**src/rtl/pipeline_ctrl.sv**
```systemverilog
// pipeline_ctrl
//   Turns hazard-unit stall/flush requests, branch flushes and bus waits into
//   per-stage enable/flush controls for the 5-stage pipeline. A load-use stall
//   is held for STALL_CYCLES bubbles by a small RUN/STALL FSM. Saturating
//   performance counters track stall cycles and accepted flushes.
//
//   Ports
//     clk, rst_n       core clock, asynchronous active-low reset
//     stall_and_flush  [1]=stall request, [0]=flush request (hazard unit)
//     branch_flush     taken branch/jump resolved in EX
//     if_busy          instruction fetch not yet acked
//     mem_busy         data access in MEM not yet acked
//     pc_en            PC load enable
//     ifid_en/_flush   IF/ID enable / load bubble
//     idex_en/_flush   ID/EX enable / load bubble
//     exmem_en         EX/MEM enable
//     memwb_en         MEM/WB enable
//     stall_cnt        cycles spent in hazard stall (saturating)
//     flush_cnt        accepted flush events (saturating)
module pipeline_ctrl #(
  parameter int STALL_CYCLES = 1,
  parameter int CNT_WIDTH    = 16
) (
  input  logic                 clk,
  input  logic                 rst_n,
  input  logic [1:0]           stall_and_flush,
  input  logic                 branch_flush,
  input  logic                 if_busy,
  input  logic                 mem_busy,
  output logic                 pc_en,
  output logic                 ifid_en,
  output logic                 ifid_flush,
  output logic                 idex_en,
  output logic                 idex_flush,
  output logic                 exmem_en,
  output logic                 memwb_en,
  output logic [CNT_WIDTH-1:0] stall_cnt,
  output logic [CNT_WIDTH-1:0] flush_cnt
);

  // Bubble counter only needs to hold STALL_CYCLES-2 (first bubble is issued from RUN).
  localparam int BW = (STALL_CYCLES > 2) ? $clog2(STALL_CYCLES - 1) : 1;
  localparam logic [BW-1:0] BUB_LOAD = BW'((STALL_CYCLES > 1) ? STALL_CYCLES - 2 : 0);

  typedef enum logic {RUN, STALL} state_t;

  state_t          state;
  logic [BW-1:0]   bub_cnt;
  logic            flush_req;
  logic            stall_req;
  logic            stall_act;

  assign flush_req = branch_flush | stall_and_flush[0];
  assign stall_req = stall_and_flush[1];
  assign stall_act = (state == STALL) | stall_req;

  // Controls are combinational so a request takes effect in the same cycle.
  always_comb begin
    pc_en      = 1'b0;
    ifid_en    = 1'b0;
    ifid_flush = 1'b0;
    idex_en    = 1'b0;
    idex_flush = 1'b0;
    exmem_en   = 1'b0;
    memwb_en   = 1'b0;
    if (!rst_n || mem_busy) begin
      // everything frozen
    end else if (flush_req) begin
      pc_en      = 1'b1;
      ifid_en    = 1'b1;
      ifid_flush = 1'b1;
      idex_en    = 1'b1;
      idex_flush = 1'b1;
      exmem_en   = 1'b1;
      memwb_en   = 1'b1;
    end else if (stall_act) begin
      idex_en    = 1'b1;
      idex_flush = 1'b1;
      exmem_en   = 1'b1;
      memwb_en   = 1'b1;
    end else if (if_busy) begin
      ifid_en    = 1'b1;
      ifid_flush = 1'b1;
      idex_en    = 1'b1;
      exmem_en   = 1'b1;
      memwb_en   = 1'b1;
    end else begin
      pc_en      = 1'b1;
      ifid_en    = 1'b1;
      idex_en    = 1'b1;
      exmem_en   = 1'b1;
      memwb_en   = 1'b1;
    end
  end

  always_ff @(posedge clk or negedge rst_n) begin
    if (!rst_n) begin
      state     <= RUN;
      bub_cnt   <= '0;
      stall_cnt <= '0;
      flush_cnt <= '0;
    end else if (mem_busy) begin
      // hold FSM and counters while the bus is waiting
    end else if (flush_req) begin
      state   <= RUN;
      bub_cnt <= '0;
      if (flush_cnt != '1) flush_cnt <= flush_cnt + CNT_WIDTH'(1);
    end else if (stall_act) begin
      if (stall_cnt != '1) stall_cnt <= stall_cnt + CNT_WIDTH'(1);
      if (state == STALL) begin
        if (bub_cnt == '0) state <= RUN;
        else               bub_cnt <= bub_cnt - BW'(1);
      end else if (STALL_CYCLES > 1) begin
        state   <= STALL;
        bub_cnt <= BUB_LOAD;
      end
    end
  end

endmodule

```
**config.mk**
```make
export PLATFORM = sky130hd
export DESIGN_NAME = pipeline_ctrl
export DESIGN_NICKNAME = d
export VERILOG_FILES = /design/src/rtl/pipeline_ctrl.sv
export SDC_FILE = /design/constraint.sdc
export NUM_CORES = 1
export LEC_CHECK = 0
export CAP_MARGIN = 20
export CORE_MARGIN = 2
export CORE_UTILIZATION = 51
export CTS_BUF_LIST = sky130_fd_sc_hd__clkbuf_8 sky130_fd_sc_hd__clkbuf_16
export DETAILED_ROUTE_END_ITERATION = 16
export PLACE_DENSITY = 0.85
export SLEW_MARGIN = 5
export SYNTH_ARGS = -nofsm -noshare
export SYNTH_HDL_FRONTEND = slang
export SYNTH_SLANG_ARGS = --single-unit
```
**constraint.sdc**
```tcl
create_clock -name clk -period 5.5 [get_ports clk]
set_clock_uncertainty 0.1 [all_clocks]
set_input_delay 1.1 -clock clk [delete_from_list [all_inputs] [get_ports clk]]
set_output_delay 1.1 -clock clk [all_outputs]
set_load 0.01 [all_outputs]
```
Word-level counts from Yosys, hierarchy flattened

Cells that the tools add are included.

$add $sub $neg: 3
$mul: 0
Divide/modulo/power cells: 0
$lt $le $gt $ge: 0
Equal/unequal tests: 2
Shift-type cells: 0
Mux-type cells: 23
Bitwise gates (word level): 4
Reduce and logical (&&, ||, !) cells: 8

Operators by type and width:

| cell                                           | number |
|---|---|
| adder 16 x 1 -> 16 bit (second input constant) | 2 |
| != test 16 bit (second input constant)         | 2 |
| 2-to-1 mux 1 bit                               | 23 |
| AND reduction 3 bit                            | 2 |
| AND reduction 4 bit                            | 1 |
| nonzero test 2 bit                             | 2 |
| NOT 1 bit                                      | 2 |
| bitwise OR 1 bit                               | 2 |
| AND reduction 2 bit                            | 1 |
| logical NOT 1 bit                              | 1 |
| logical OR 1 bit                               | 1 |
| subtractor 1 bit (second input constant)       | 1 |

Register bits: 34
Latch bits: 0
Memory bits (writable): 0
ROM bits: 0
Output and inout port bits: 39
Logic and storage cells: 44
Memories kept: 0

Logic depth before layout (Yosys ltp)

Depth in word-level cells: 5
Mapped depth: 6

Worst setup path after synthesis

Ideal clock, no wire load.

Path type: in2out
Start point: input port rst_n
End point: output port pc_en
Arrival time: 2252 ps
Required time: 4300 ps
Setup slack: 2048 ps
Stages: 3
Path through: nor2b_1 -> a21boi_0 -> a21boi_0

Longest elaborated chain between the ends: 3

Ends and longest elaborated chain:

| what                               | line | RTL |
|---|---|---|
| start, declared                    | 25   | `input logic rst_n,` |
| logical NOT 1 bit (no source line) | --   |  |
| logical OR 1 bit                   | 66   | `if (!rst_n \|\| mem_busy) begin` |
| 2-to-1 mux 1 bit                   | 66   |  |
| end, declared                      | 30   | `output logic pc_en,` |

Every way passes these cells.

Worst setup path in the final report

Ends and elaborated chain as after synthesis.

==> run metrics <==
TritonCTS clock tree yes; # IOs 46; Max IR drop VDD 0.000296 V; CP required 4.30 ns; ys async rst share 100%; GR peak layer met2; post-synth top area share 49.4%; WS Path Type primary input to output port; largest net degree at the start of global routing 33; DRT Pass-1 Iters 4; DRC 0; maximum clock rate 231 MHz; CTS Buf Count 5; Slew HR 30.9%; CTS sink cnt 32; clk slew on worst S/H paths 0.07 ns; max-cap violation count 0; Area growth syn-to-layout 36.6%; Layout fillers 240; final RePlAce weighted congestion 0.849; Pint 0.538 mW; slowest CP cell clkdlybuf4s50_1; Worst setup SP type primary input; Final Util 73.1%; routing usage on met2 35.9%; Synth Register Bits 32; RSZ-0062 raised after global routing no; Post-Syn Instances 148; register share of total power 44.8%; Synth area leader dfrtp_1; average size of a mapped cell 10.9 um^2; Post-synth EDFFs 0; initial core utilization 53.5%; syn nets 157; Final HPWL DP 2.57 mm; Final #Nets 205; initial drt markers 49; Post-Route WL 3.60 mm; I/O Buffers 45; crit path DAT 3.13 ns; Hold Violations, Final 0; worst reg2reg setup slack 3.13 ns; htree depth 2; synthesis warning total 0; M1 GR Usage 27.7%; DIE WIDTH 60.4 um; vias 1344; HP Class flip-flop to flip-flop; CTS Buffer Depth 2; count of different cell masters after synthesis 29; Hold-fix buffers, CTS 0; sw power 0.241 mW; critical path cell sequence clkdlybuf4s50_1 -> nor2b_1 -> a21boi_0 -> a21boi_0 -> clkdlybuf4s50_1; Die Y 60.4 um; sequential area share after synthesis 49.4%; # rows 20; post-cts resize count 0; n_diodes 0; routed vias/inst 5.58; setup TNS 0 ns; Pwr Density 352 nW/um^2; status complete, no violations; leakage 0.953 nW; Main synth FF type dfrtp_1; core footprint 3030 um^2; Total GRT Usage 22.7%; CP max stage delay 0.57 ns; Comb pwr share 26.8%; die area 3640 um^2; commonest cells in the netlist 32 x dfrtp_1, 29 x xor2_1, 13 x nor3_1; first-pass GRT wire length 5.93 mm; main area contributors after synthesis dfrtp_1 49%, xor2_1 16%, nor3_1 4.0%; per-cell routed wire length 15.0 um; root buffer cell clkbuf_8; clk_lat worst skew 0.29 ns; antenna viol nets, final 0; Mapped Area 1620 um^2; initial antenna violation count 0; fin crit share 78.7%; share of cells above drive strength 1 8.12%; Worst Tran Pin Value 1.03 ns; vias in the first global route 1270; most common cell in the netlist dfrtp_1; GRT met3 Usage 6.82%; fin. max-slew vios 0; crit-path max FO 5; Sw Ratio 31.0%; postcts setup bufs 0; Clock power frac 28.4%; Tmin final 4.33 ns; final setup vio count 0; global route total overflow 0; crit path capture type output port
[critical path, delay by kind of cell]
| kind | cells | cell delay (ns) |
|---|---|---|
| and+or+nand+nor | 1 | 0.31 |
| AOI/OAI and AO/OA | 2 | 0.62 |
| buffers and inverters | 2 | 1.10 |
[stage by stage]
stage	setup slack (ns)	area [um^2]	total power [mW]	cells	hold slack (ns)
floorplan	2.05	1620	0.428	148	0.421
global placement	1.32	2110	0.552	233	0.376
detailed placement	1.22	2110	0.559	233	0.389
CTS	1.21	2210	0.785	241	0.399
global route	1.08	2210	0.823	241	0.427
finish	1.17	2210	0.780	241	0.398
[per-layer routing]
| layer | part of all wire [%] | vias to the layer above | routed length, um |
|---|---|---|---|
| met4 | 2.1 | 0 | 74 |
| li1 | - | 632 | - |
| met1 | 42 | 660 | 1500 |
| met3 | 5.7 | 8 | 204 |
| met5 | 0 | - | 0 |
| met2 | 50 | 44 | 1820 |
[registers in the layout, indices dropped and copies added (netlist names)]
name	flops
stall_cnt	16
flush_cnt	16
[cell usage in the layout, fill, tap and decap left out]
| cell type | count |
|---|---|
| a21boi_0 | 2 |
| and2_1 | 1 |
| and4_1 | 2 |
| buf_4 | 1 |
| bufinv_16 | 1 |
| clkbuf_8 | 5 |
| clkdlybuf4s50_1 | 45 |
| clkinv_2 | 1 |
| dfrtp_1 | 32 |
| ha_1 | 2 |
| inv_1 | 2 |
| mux2_2 | 2 |
| nand2_1 | 11 |
| nand3_1 | 5 |
| nand4_1 | 10 |
| nor2_1 | 6 |
| nor2b_1 | 1 |
| nor3_1 | 13 |
| nor3b_1 | 2 |
| nor4_1 | 7 |
| nor4_2 | 2 |
| nor4_4 | 1 |
| nor4b_1 | 3 |
| nor4b_2 | 1 |
| o21ai_0 | 2 |
| o31a_1 | 2 |
| or3_1 | 3 |
| or3b_2 | 1 |
| or4b_1 | 1 |
| or4b_4 | 1 |
| xor2_1 | 29 |
[cell type report]
class / count / area (um^2) / share of cell area (%)
sequential: 32 / 801 / 36.2
multi-input combinational: 110 / 788 / 35.6
timing repair buffer: 46 / 458 / 20.7
clock buffer: 5 / 68.8 / 3.11
tap: 44 / 55.1 / 2.49
clock inverter: 3 / 38.8 / 1.75
inverter: 1 / 3.75 / 0.170
[logic make-up after synthesis]
kind of cell	after synthesis	share of synthesized area, %
multiplexers	2	1.39
buffers and inverters	6	2.32
AO/OA/AOI/OAI	6	2.63
flip-flops	32	49.4
adder cells (fa/ha/maj)	2	1.54
XOR/XNOR	29	15.7
AND/OR/NAND/NOR	71	27.0
[final timing paths]
path | from | end | cells past startpoint
max | rst_n | pc_en | 5
min | stall_cnt[7]$_DFFE_PN0P_ | stall_cnt[7]$_DFFE_PN0P_ | 1
max reg2reg | stall_cnt[0]$_DFFE_PN0P_ | stall_cnt[1]$_DFFE_PN0P_ | 5
min reg2reg | stall_cnt[7]$_DFFE_PN0P_ | stall_cnt[7]$_DFFE_PN0P_ | 1
max in group asynchronous | rst_n | stall_cnt[14]$_DFFE_PN0P_ | 2
min in group asynchronous | rst_n | stall_cnt[11]$_DFFE_PN0P_ | 2
[power groups by stage]
stage	clock (mW)	sequential, mW	combinational (mW)
floorplan	0	0.361	0.0673
global placement	0	0.348	0.204
detailed placement	0	0.347	0.211
CTS	0.225	0.348	0.212
global route	0.237	0.357	0.229
finish	0.221	0.349	0.209
No activity file was read; power rests on OpenSTA's default activity.
